### src/rtl/ac_motor_ramp_sequencer.sv
// Soft-start/soft-stop power ramp sequencer for the AC motor control block.
// Owns the CW/CCW enables, sequences reversals through a dead time and provides an E-stop override.
module ac_motor_ramp_sequencer #(
  parameter int unsigned resolution_bits = 12,
  parameter int unsigned STEP_DIV        = 1000,
  parameter int unsigned STEP_SIZE       = 1,
  parameter int unsigned DEAD_TICKS      = 8
) (
  input  logic                       CLK,
  input  logic                       RESET_N,
  input  logic                       ENABLE,
  input  logic                       DIR_REQ,
  input  logic [resolution_bits-1:0] TARGET,
  input  logic                       ESTOP,
  output logic [resolution_bits-1:0] POWER,
  output logic                       CW,
  output logic                       CCW,
  output logic [2:0]                 STATE,
  output logic                       BUSY
);

  localparam int unsigned RW = resolution_bits;
  localparam int unsigned PW = (STEP_DIV > 1) ? $clog2(STEP_DIV) : 1;
  localparam int unsigned DW = (DEAD_TICKS > 1) ? $clog2(DEAD_TICKS) : 1;

  typedef enum logic [2:0] {
    S_IDLE     = 3'd0,
    S_RAMP     = 3'd1,
    S_RUN      = 3'd2,
    S_STOPPING = 3'd3,
    S_REVERSE  = 3'd4,
    S_DEAD     = 3'd5,
    S_FAULT    = 3'd6
  } state_t;

  state_t        state_q, state_d;
  logic [PW-1:0] presc_q, presc_d;
  logic [DW-1:0] dead_q, dead_d;
  logic [RW-1:0] power_q, power_d;
  logic          cw_q, cw_d, ccw_q, ccw_d;
  logic          dir_q, dir_d;
  logic          busy_q, busy_d;
  logic          tick;
  logic          step_en;
  logic [RW-1:0] goal;

  // Move one step toward goal; land exactly on goal when within one step.
  function automatic logic [RW-1:0] step_toward(input logic [RW-1:0] cur, input logic [RW-1:0] tgt);
    logic [RW-1:0] res;
    if (tgt > cur) begin
      if (32'(tgt - cur) <= STEP_SIZE) res = tgt;
      else                             res = cur + RW'(STEP_SIZE);
    end else begin
      if (32'(cur - tgt) <= STEP_SIZE) res = tgt;
      else                             res = cur - RW'(STEP_SIZE);
    end
    return res;
  endfunction

  assign tick = (presc_q == PW'(STEP_DIV - 1));

  always_ff @(posedge CLK or negedge RESET_N) begin
    if (!RESET_N) begin
      state_q <= S_IDLE;
      presc_q <= '0;
      dead_q  <= '0;
      power_q <= '0;
      cw_q    <= 1'b0;
      ccw_q   <= 1'b0;
      dir_q   <= 1'b0;
      busy_q  <= 1'b0;
    end else begin
      state_q <= state_d;
      presc_q <= presc_d;
      dead_q  <= dead_d;
      power_q <= power_d;
      cw_q    <= cw_d;
      ccw_q   <= ccw_d;
      dir_q   <= dir_d;
      busy_q  <= busy_d;
    end
  end

  always_comb begin
    state_d = state_q;
    power_d = power_q;
    cw_d    = cw_q;
    ccw_d   = ccw_q;
    dir_d   = dir_q;
    dead_d  = dead_q;
    goal    = TARGET;
    step_en = 1'b0;

    if (ESTOP && state_q != S_FAULT) begin
      state_d = S_FAULT;
      power_d = '0;
      cw_d    = 1'b0;
      ccw_d   = 1'b0;
    end else begin
      unique case (state_q)
        S_IDLE: begin
          power_d = '0;
          cw_d    = 1'b0;
          ccw_d   = 1'b0;
          if (ENABLE && TARGET != '0) begin
            state_d = S_RAMP;
            dir_d   = DIR_REQ;
            cw_d    = ~DIR_REQ;
            ccw_d   = DIR_REQ;
          end
        end
        S_RAMP: begin
          if (!ENABLE)                  state_d = S_STOPPING;
          else if (DIR_REQ != dir_q)    state_d = S_REVERSE;
          else if (power_q == TARGET) begin
            if (TARGET != '0) state_d = S_RUN;
            else begin
              state_d = S_IDLE;
              cw_d    = 1'b0;
              ccw_d   = 1'b0;
            end
          end else                      step_en = 1'b1;
        end
        S_RUN: begin
          if (!ENABLE)                  state_d = S_STOPPING;
          else if (DIR_REQ != dir_q)    state_d = S_REVERSE;
          else if (TARGET != power_q)   state_d = S_RAMP;
        end
        S_STOPPING: begin
          goal = '0;
          if (ENABLE && DIR_REQ == dir_q) state_d = S_RAMP;
          else if (ENABLE)                state_d = S_REVERSE;
          else if (power_q == '0) begin
            state_d = S_IDLE;
            cw_d    = 1'b0;
            ccw_d   = 1'b0;
          end else                        step_en = 1'b1;
        end
        S_REVERSE: begin
          // Old direction stays asserted until power reaches zero.
          goal = '0;
          if (!ENABLE)              state_d = S_STOPPING;
          else if (power_q == '0) begin
            state_d = S_DEAD;
            cw_d    = 1'b0;
            ccw_d   = 1'b0;
            dead_d  = '0;
          end else                  step_en = 1'b1;
        end
        S_DEAD: begin
          if (!ENABLE) state_d = S_IDLE;
          else if (tick) begin
            if (dead_q == DW'(DEAD_TICKS - 1)) begin
              state_d = S_RAMP;
              dir_d   = DIR_REQ;
              cw_d    = ~DIR_REQ;
              ccw_d   = DIR_REQ;
            end else begin
              dead_d = dead_q + DW'(1);
            end
          end
        end
        S_FAULT: begin
          power_d = '0;
          cw_d    = 1'b0;
          ccw_d   = 1'b0;
          if (!ESTOP && !ENABLE) state_d = S_IDLE;
        end
        default: begin
          state_d = S_FAULT;
          power_d = '0;
          cw_d    = 1'b0;
          ccw_d   = 1'b0;
        end
      endcase
    end

    // A state transition on a tick edge suppresses the step.
    if (step_en && tick && state_d == state_q) power_d = step_toward(power_q, goal);

    if (state_d != state_q) presc_d = '0;
    else if (tick)          presc_d = '0;
    else                    presc_d = presc_q + PW'(1);

    busy_d = (state_d == S_RAMP) || (state_d == S_STOPPING) ||
             (state_d == S_REVERSE) || (state_d == S_DEAD);
  end

  assign POWER = power_q;
  assign CW    = cw_q;
  assign CCW   = ccw_q;
  assign STATE = state_q;
  assign BUSY  = busy_q;

endmodule
### config.mk
export PLATFORM = sky130hd
export DESIGN_NAME = ac_motor_ramp_sequencer
export DESIGN_NICKNAME = d
export VERILOG_FILES = /design/src/rtl/ac_motor_ramp_sequencer.sv
export SDC_FILE = /design/constraint.sdc
export NUM_CORES = 1
export LEC_CHECK = 0
export CAP_MARGIN = 20
export CELL_PAD_IN_SITES_DETAIL_PLACEMENT = 0
export CELL_PAD_IN_SITES_GLOBAL_PLACEMENT = 2
export CORE_MARGIN = 8
export CORE_UTILIZATION = 32
export CTS_BUF_LIST = sky130_fd_sc_hd__clkbuf_2 sky130_fd_sc_hd__clkbuf_4 sky130_fd_sc_hd__clkbuf_8
export CTS_CLUSTER_DIAMETER = 60
export DETAILED_ROUTE_END_ITERATION = 10
export PLACE_DENSITY_LB_ADDON = 0.1
export SYNTH_ARGS = -nofsm -noshare
export SYNTH_HDL_FRONTEND = slang
export SYNTH_SLANG_ARGS = --single-unit
### constraint.sdc
create_clock -name CLK -period 4.4 [get_ports CLK]
set_input_delay 0.66 -clock CLK [delete_from_list [all_inputs] [get_ports CLK]]
set_output_delay 0.66 -clock CLK [all_outputs]
set_load 0.005 [all_outputs]
# ---- Yosys cells after proc, flatten, opt, wreduce, memory -nomap -nowiden
# Index checks and enable logic that the tools add are counted.
dict set report totals {
  inputBits 17
  reg_bits 32
  wordCells 148
  out_inout_bits 18
}
dict set report classes {
  n_bitwise 2
  n_mux 70
  magnitude_cmp 3
  n_addsub 6
  reduce_logical 21
  n_eq_ne 38
}
# cell count
set ops {}
lappend ops {{$mux W12} 8}
lappend ops {{$mux W3} 22}
lappend ops {{$le A32 B1 Y1 const B} 2}
lappend ops {{$ne A3 B3 Y1 const B} 11}
lappend ops {{$mux W1} 31}
lappend ops {{$sub A12 B12 Y13} 2}
lappend ops {{$pmux W3 S7} 1}
lappend ops {{$mux W10} 2}
lappend ops {{$eq A3 B3 Y1 const B} 6}
lappend ops {{$ne A2 B2 Y1 const B} 8}
lappend ops {{$add A12 B1 Y12 const B} 1}
lappend ops {{$eq A12 B12 Y1} 1}
lappend ops {{$gt A12 B12 Y1} 1}
lappend ops {{$logic_not A12 Y1} 1}
lappend ops {{$ne A12 B12 Y1} 1}
lappend ops {{$pmux W1 S6} 2}
lappend ops {{$reduce_bool A12 Y1} 1}
lappend ops {{$sub A12 B1 Y12 const B} 1}
lappend ops {{$reduce_and A11 Y1} 1}
lappend ops {{$add A10 B1 Y10 const B} 1}
lappend ops {{$eq A10 B10 Y1 const B} 1}
lappend ops {{$eq A3 B2 Y1 const B} 3}
lappend ops {{$reduce_and A7 Y1} 1}
lappend ops {{$eq A3 B1 Y1 const B} 2}
lappend ops {{19 further kinds} 29}

# ---- Logic depth before layout (Yosys ltp)
# Gate-level depths: netlist of run 1.
dict set report depth {
  ltp_word 11
  depth_mapped 19
  mapped_depth_nobuf 16
}

# ---- Worst setup path after synthesis of run 1
# No wires, ideal clock.
dict set report synth_path {
  kind {in2reg}
  from {in ESTOP}
  to {reg power_q[5], in the netlist POWER[5]}
  slack_ns -0.178
  t_arrival_ns 4.513
  setup_ns 0.065
  stages 18
  path_buffers 2
  required_ns 4.335
  cell_sequence {clkbuf_1 > nor4b_1 > nor2_1 > clkbuf_1 > nand2_1 > inv_1 > ha_1 > inv_1 > fa_1 > xor2_1 > a211oi_1 > nand3_1 > or4_1 > or4_4 > a211oi_4 > mux2_1 > o22a_1 > nand2_1}
}
dict set report synth_via {
  elab_chain_cells 8
  word_cells_on_any_way 22
  classes_between {2 x add/sub; 3 x order compare; 2 x eq/ne; 10 x mux; 5 x reduce/logical}
}
# element line
set synth_rtl {}
lappend synth_rtl {{start: declaration} 14} ;# input logic ESTOP,
lappend synth_rtl {{parallel branches: the longest is 8 deep, another holds $le A32 B1 Y1} --}
lappend synth_rtl {{end signal: assignment} 76} ;# power_q <= power_d;
lappend synth_rtl {{end: declaration} 39} ;# logic [RW-1:0] power_q, power_d;
# Parallel ways; which one is timed is not known.
# A chain may end at the register's enable or synchronous reset.

# ---- Worst setup path in the final report of run 1
dict set report layout_path {
  from {in TARGET[0]}
  to {reg power_q[5], in the netlist POWER[5]}
}
dict set report layout_via {
  elab_chain_cells 10
  word_cells_on_any_way 34
  classes_between {2 x add/sub; 3 x order compare; 4 x eq/ne; 21 x mux; 4 x reduce/logical}
}
# element line
set layout_rtl {}
lappend layout_rtl {{start: declaration} 13} ;# input logic [resolution_bits-1:0] TARGET,
lappend layout_rtl {{parallel branches: the longest is 10 deep, another holds $le A32 B1 Y1} --}
# Parallel ways; which one is timed is not known.

==> metrics.txt, run 1 <==
outcome completed; Die H 129 um; critical path type primary input to register; Iter 0 DRT Violations 228; Rel. slew slack 0.474; Final Skew 8.59 ps; fin nets 716; Post-Synth XOR/XNOR Area 0.102; # clock sinks 32; CP arrival 4380 ps; row cnt 41; Syn Nets 598; Avg Cell Area, Syn 7.48 um^2; fmax 242 MHz; largest family of logic cells by synthesized area simple AND/OR/NAND/NOR gates; Worst-Skew Late Latency 310 ps; Clock Tree Root clkbuf_8; Worst Hold Class primary input to asynchronous set/reset pin; post-synth cell types 74; FILL cells 1280; H-Tree Depth 2; Setup crit start TARGET[0]; Vias/cell 5.28; post-layout min period 4130 ps; Buffers on Ports 34; maximum capacitance violations 0; Synth Register Bits 32; DR WL/cell 17.7 um; Post-synth EDFFs 0; floorplan core area 12600 um^2; diode count 0; grt ovf 0; largest net degree at the start of global routing 33; DR pass1 iterations 5; synthesized cell area 4120 um^2; WP data required 4650 ps; critical-path maximum fanout 12; end-of-flow core utilization 0.442; worst ir drop on vdd 0.160 mV; Setup violations, final 0; vias in the first global route 4419; sequential cell area 801 um^2; All-Layer GR Usage 0.182; Simple-Gate Fraction of Synth Area 0.281; pwr dens 227 nW/um^2; clock slew at reported path FFs 70 ps; Static Leak 2.42 nW; Synth Area in Adders 0.0979; count of yosys warnings during synthesis 0; RSZ-0062 raised after global routing false; Setup crit end kind register; compound-cell area share of the yosys netlist 0.222; # IOs 35; Multi-input gate area 3130 um^2; Initial Util 0.328; DRT antenna net count 0; Primary FF master, synth dfrtp_1; worst hold slack 420 ps; Die W 129 um; final period utilization 0.939; final wirelength 14900 um; hold bufs inserted after CTS 0; HPWL Detailed 12000 um; initial antenna violation count 0; vias 4439; startpoint types primary input; proportion of synthesized area in mux cells 0.0322; share of layout cells above drive strength 1 0.209; Worst R2R Start STATE[2]$_DFF_PN0_; die area 16700 um^2; CTS tree built; DR DRC count 0; gpl congestion 0.895; Syn Inst Count 550; post-synthesis sequential area ratio 0.195; first-pass GRT wire length 23700 um; clock buffer count from CTS 5; Least-Margin Pin Slew 789 ps; maximum buffer depth of the clock tree 2; Final Max Slew Viols 0; Fin. Hold Viols 0; asr flop ratio synth 1.00; area grow syn2layout 34.8%
==> cell type report <==
type                    instances  share of cell area
inverters                      39              0.0264
clock buffers                   5              0.0124
flip-flops and latches         32               0.144
clock inverters                 3             0.00428
well taps                     172              0.0388
repair buffers                141               0.211
multi-input cells             449               0.563
==> synth_stat cells, types with 7 or more instances <==
library cell | instances | share of area
a211oi_1 | 7 | 0.013
a21oi_1 | 45 | 0.055
and2_1 | 11 | 0.017
clkbuf_1 | 19 | 0.017
dfrtp_1 | 32 | 0.19
ha_1 | 29 | 0.088
inv_1 | 38 | 0.035
mux2i_1 | 11 | 0.027
nand2_1 | 50 | 0.046
nand2b_1 | 9 | 0.014
nand3_1 | 16 | 0.019
nand4_1 | 7 | 0.011
nor2_1 | 39 | 0.036
nor3_1 | 23 | 0.028
nor4_1 | 21 | 0.032
o21a_1 | 7 | 0.013
o21ai_0 | 23 | 0.028
o21ai_1 | 12 | 0.015
o221ai_1 | 8 | 0.017
xnor2_1 | 24 | 0.051
xor2_1 | 20 | 0.043
==> cells in the final DEF, fill, tap and decap left out, drive strengths merged, types with 8 or more instances in the layout <==
| master | n |
|---|---|
| a211oi | 9 |
| inv | 38 |
| dfrtp | 32 |
| nor4 | 21 |
| mux2i | 11 |
| ha | 29 |
| nand3 | 17 |
| clkdlybuf4s50 | 32 |
| xnor2 | 25 |
| o221ai | 8 |
| and2 | 12 |
| buf | 108 |
| nor3 | 24 |
| o21ai | 35 |
| a21oi | 45 |
| xor2 | 21 |
| nand2 | 50 |
| nand2b | 9 |
| nor2 | 39 |
==> repair_timing <==
item | in CTS | in global routing
pin swaps | 1 | 6
resized for setup | 4 | 13
setup endpoints to repair | 12 | 12
cloned | 1 | 0
setup buffers | 3 | 1
==> per-layer routing <==
metal / wire length, um / GRT usage / share of wire
met1: 6710 / 0.228 / 0.45
met2: 7310 / 0.316 / 0.49
met3: 641 / 0.0341 / 0.043
met4: 198 / 0.0437 / 0.013
met5: 0 / 0 / 0
==> final timing paths <==
path / end / slack [ps] / cells after the start
max in group asynchronous: POWER[7]$_DFFE_PN0P_ / 3470 / 1
worst min-delay path: presc_q[5]$_DFF_PN0_ / 420 / 1
worst max register to register: POWER[5]$_DFFE_PN0P_ / 360 / 17
worst max-delay path: POWER[5]$_DFFE_PN0P_ / 270 / 16
worst min register to register: dead_q[2]$_DFFE_PN0P_ / 500 / 2
min in group CLK: dead_q[2]$_DFFE_PN0P_ / 500 / 2
==> power breakdown <==
group,total (mW),internal [mW],switching (mW)
combinational,0.672,0.297,0.375
sequential,0.342,0.320,0.0227
clock,0.245,0.112,0.134
total,1.26,0.729,0.531
==> registers in the layout, summed over array words and instances (netlist names) <==
name / count
POWER: 12
STATE: 3
BUSY: 1
dir_q: 1
dead_q: 3
CCW: 1
CW: 1
presc_q: 10
==> cells by family after synthesis <==
kind of cell | count (synthesis)
mux | 13
xor+xnor | 46
simple gates | 218
buf+inv | 69
compound gates | 141
flops | 32
fa+ha+maj | 31
==> critical path, cell delays in order <==
cell and delay, ps:
clkdlybuf4s50_1 520, nand2_1 90, inv_1 80, ha_1 150, inv_1 50, fa_1 410
xor2_1 180, a211oi_1 230, nand3_1 100, or4_1 400, or4_4 540, a211oi_4 210
buf_12 180, mux2_1 330, o22a_1 180, nand2_1 60
==> stage by stage <==
stage / setup slack (ps) / area (um^2) / cells / TNS [ps] / total power, mW
6_report: 269 / 5550 / 841 / 0 / 1.26
5_1_grt: 58.9 / 5550 / 841 / 0 / 1.35
4_1_cts: 29.5 / 5500 / 840 / 0 / 1.26
3_5_place_dp: -629 / 5350 / 828 / -6730 / 0.999
3_3_place_gp: -581 / 5350 / 828 / -6240 / 0.998
2_1_floorplan: 30.3 / 4140 / 550 / 0 / 0.725
(Power assumes the default switching activity.)
==> run 2, diff against run 1 <==
- clock period: 4.4 -> 3.6 ns (I/O delays scaled with it)
==> metrics.txt, run 2 (synthesis results as in run 1) <==
outcome finished, violations left; failing checks setup timing; critical-path maximum fanout 10 (-2); vias 4678 (+5.4%); total power 1.74 mW (+38%); routed length on met1 6870 um (+2.5%); CP peak stage delay 450 ps (-90 ps); max reg flops 12 (unchanged); DP Worst Slack -1200 ps (-574 ps); Final Skew 10.3 ps (+1.67 ps); Highest Signal Layer met4; maximum capacitance violations 0 (unchanged); Rel. slew slack 0.564 (+0.0897); RSZ-0062 raised after global routing true; All-Layer GR Usage 0.192 (+0.00954); row cnt 41 (unchanged); cell depth of the worst setup path 17 (+1); die area 16700 um^2 (unchanged); Vias/cell 5.40 (+2.2%); post-layout min period 3890 ps; CP max-delay cell dfrtp_2; Iter 0 DRT Violations 220 (-3.5%); Worst R2R Start STATE[0]$_DFF_PN0_; fin nets 742 (+3.6%); Buffers on Ports 34 (unchanged); Hold Crit Start dead_q[2]$_DFFE_PN0P_; end-of-flow core utilization 0.483 (+0.0413); reg2reg end POWER[4]$_DFFE_PN0P_; clock slew at reported path FFs 80 ps (about the same); R2R setup slack -290 ps (-650 ps); worst hold slack 498 ps (+77.8 ps); met3 routed WL 724 um (+13%); area grow syn2layout 47.4%; worst ir drop on vdd 0.209 mV (+30%); initial antenna violation count 0 (unchanged); Buffers & Inverters on Critical Path 4 (unchanged); critical-path cell list nor4b_4, nor2_2, buf_6, nand2_4, inv_4, ha_4, inv_2, fa_2, a211oi_2, nand3_1, or4_1, or4_4, a211oi_4, buf_12, mux2i_1, mux2i_1, a22o_1; Min-Delay Endpoint dead_q[2]$_DFFE_PN0P_; pwr dens 287 nW/um^2 (+26%); # IOs 35 (unchanged); Least-Margin Pin Slew 649 ps (-140 ps); Met2 Routed Length 8090 um (+11%); # clock sinks 32 (unchanged); gpl congestion 0.842 (-6.0%); CTS tree built; Die H 129 um (unchanged); floorplan core area 12600 um^2 (unchanged); grt ovf 0 (unchanged); WP data required 3800 ps (-850 ps); final wirelength 16000 um (+7.6%); HPWL Detailed 12600 um (+4.8%); DR DRC count 0 (unchanged); most frequent cells in the layout buf_4, nand2_1, a21oi_1; FILL cells 1309 (+2.3%); Clock Tree Root clkbuf_8; hold bufs inserted after CTS 0 (unchanged); Setup WS post-layout -293 ps (-562 ps); Initial Util 0.328 (unchanged); Setup crit end kind register; critical path type register to register; largest net degree at the start of global routing 33 (unchanged); clock buffer count from CTS 5 (unchanged); DRT antenna net count 0 (unchanged); first-pass GRT wire length 25200 um (+6.0%); maximum buffer depth of the clock tree 2 (unchanged); CP most frequent cell mux2i_1; commonest non-fill, non-tap cell in the layout buf_4; Fin. Hold Viols 0 (unchanged); diode count 0 (unchanged); worst hold stages 2; DR WL/cell 18.4 um (+4.4%); Static Leak 2.62 nW (+8.2%); Die W 129 um (unchanged); Worst Hold Class register to register; startpoint types register; DR pass1 iterations 4 (-1); Reg2Reg Depth 17 (unchanged); Top delay family on crit path simple AND/OR/NAND/NOR gates; Setup violations, final 12 (+12); final period utilization 1.08; CP arrival 4100 ps (-280 ps); vias in the first global route 4621 (+4.6%); H-Tree Depth 2 (unchanged); Final Max Slew Viols 0 (unchanged); share of layout cells above drive strength 1 0.305 (+0.0958); fmax 257 MHz; Worst-Skew Late Latency 310 ps (about the same)
## run 2: worst register-to-register path: cells and delay by family, from the launching register on
kind	cells	cell delay, ps
adders and majority gates	2	590
and+or+nand+nor	6	1410
buffers and inverters	4	420
AOI/OAI and AO/OA	3	610
DFF	1	450
muxes	2	310
## run 2: area by class of cell
| class | count | area, um^2 | area share |
|---|---|---|---|
| clock buffer | 5 | 68.8 | 0.0113 |
| sequential | 32 | 803 | 0.132 |
| tap | 172 | 215 | 0.0355 |
| inverter | 39 | 149 | 0.0245 |
| multi-input combinational | 449 | 3390 | 0.559 |
| clock inverter | 3 | 42.5 | 0.00701 |
| timing repair buffer | 167 | 1400 | 0.231 |
## run 2: repair_timing
item	4_1_cts	5_1_grt
endpoints found under the hold margin	0	0
resized for setup	53	11
cloned	2	0
setup buffers	8	2
pin swaps	15	7
endpoints found under the setup margin	12	15
## run 2: layer usage
metal / GRT usage / up-vias
met3: 0.0251 / 23
met1: 0.237 / 2271
met5: 0 / -
met2: 0.342 / 116
met4: 0.0519 / 0
li1: - / 2268
## run 2: worst max-delay path by stage
stage,end,startpoint,slack [ps]
finish,POWER[4]$_DFFE_PN0P_,STATE[0]$_DFF_PN0_,-290
global route,POWER[3]$_DFFE_PN0P_,STATE[0]$_DFF_PN0_,-480
CTS,POWER[4]$_DFFE_PN0P_,STATE[0]$_DFF_PN0_,-310
detailed placement,POWER[2]$_DFFE_PN0P_,ESTOP,-1200
global placement,POWER[0]$_DFFE_PN0P_,ESTOP,-1160
floorplan,POWER[2]$_DFFE_PN0P_,ESTOP,-430
## run 2: report_power, final
group / leakage, nW / switching (mW) / internal [mW] / total (mW)
clock network: 0.0541 / 0.170 / 0.205 / 0.375
registers: 0.433 / 0.0329 / 0.391 / 0.424
logic: 2.13 / 0.498 / 0.444 / 0.942
## run 2: stage by stage
step | std cells | setup TNS [ps] | instance area [um^2]
floorplan | 550 | -4890 | 4250
global placement | 847 | -13070 | 5580
detailed placement | 847 | -13440 | 5580
CTS | 865 | -3200 | 6010
global route | 867 | -5170 | 6070
finish | 867 | -3030 | 6070
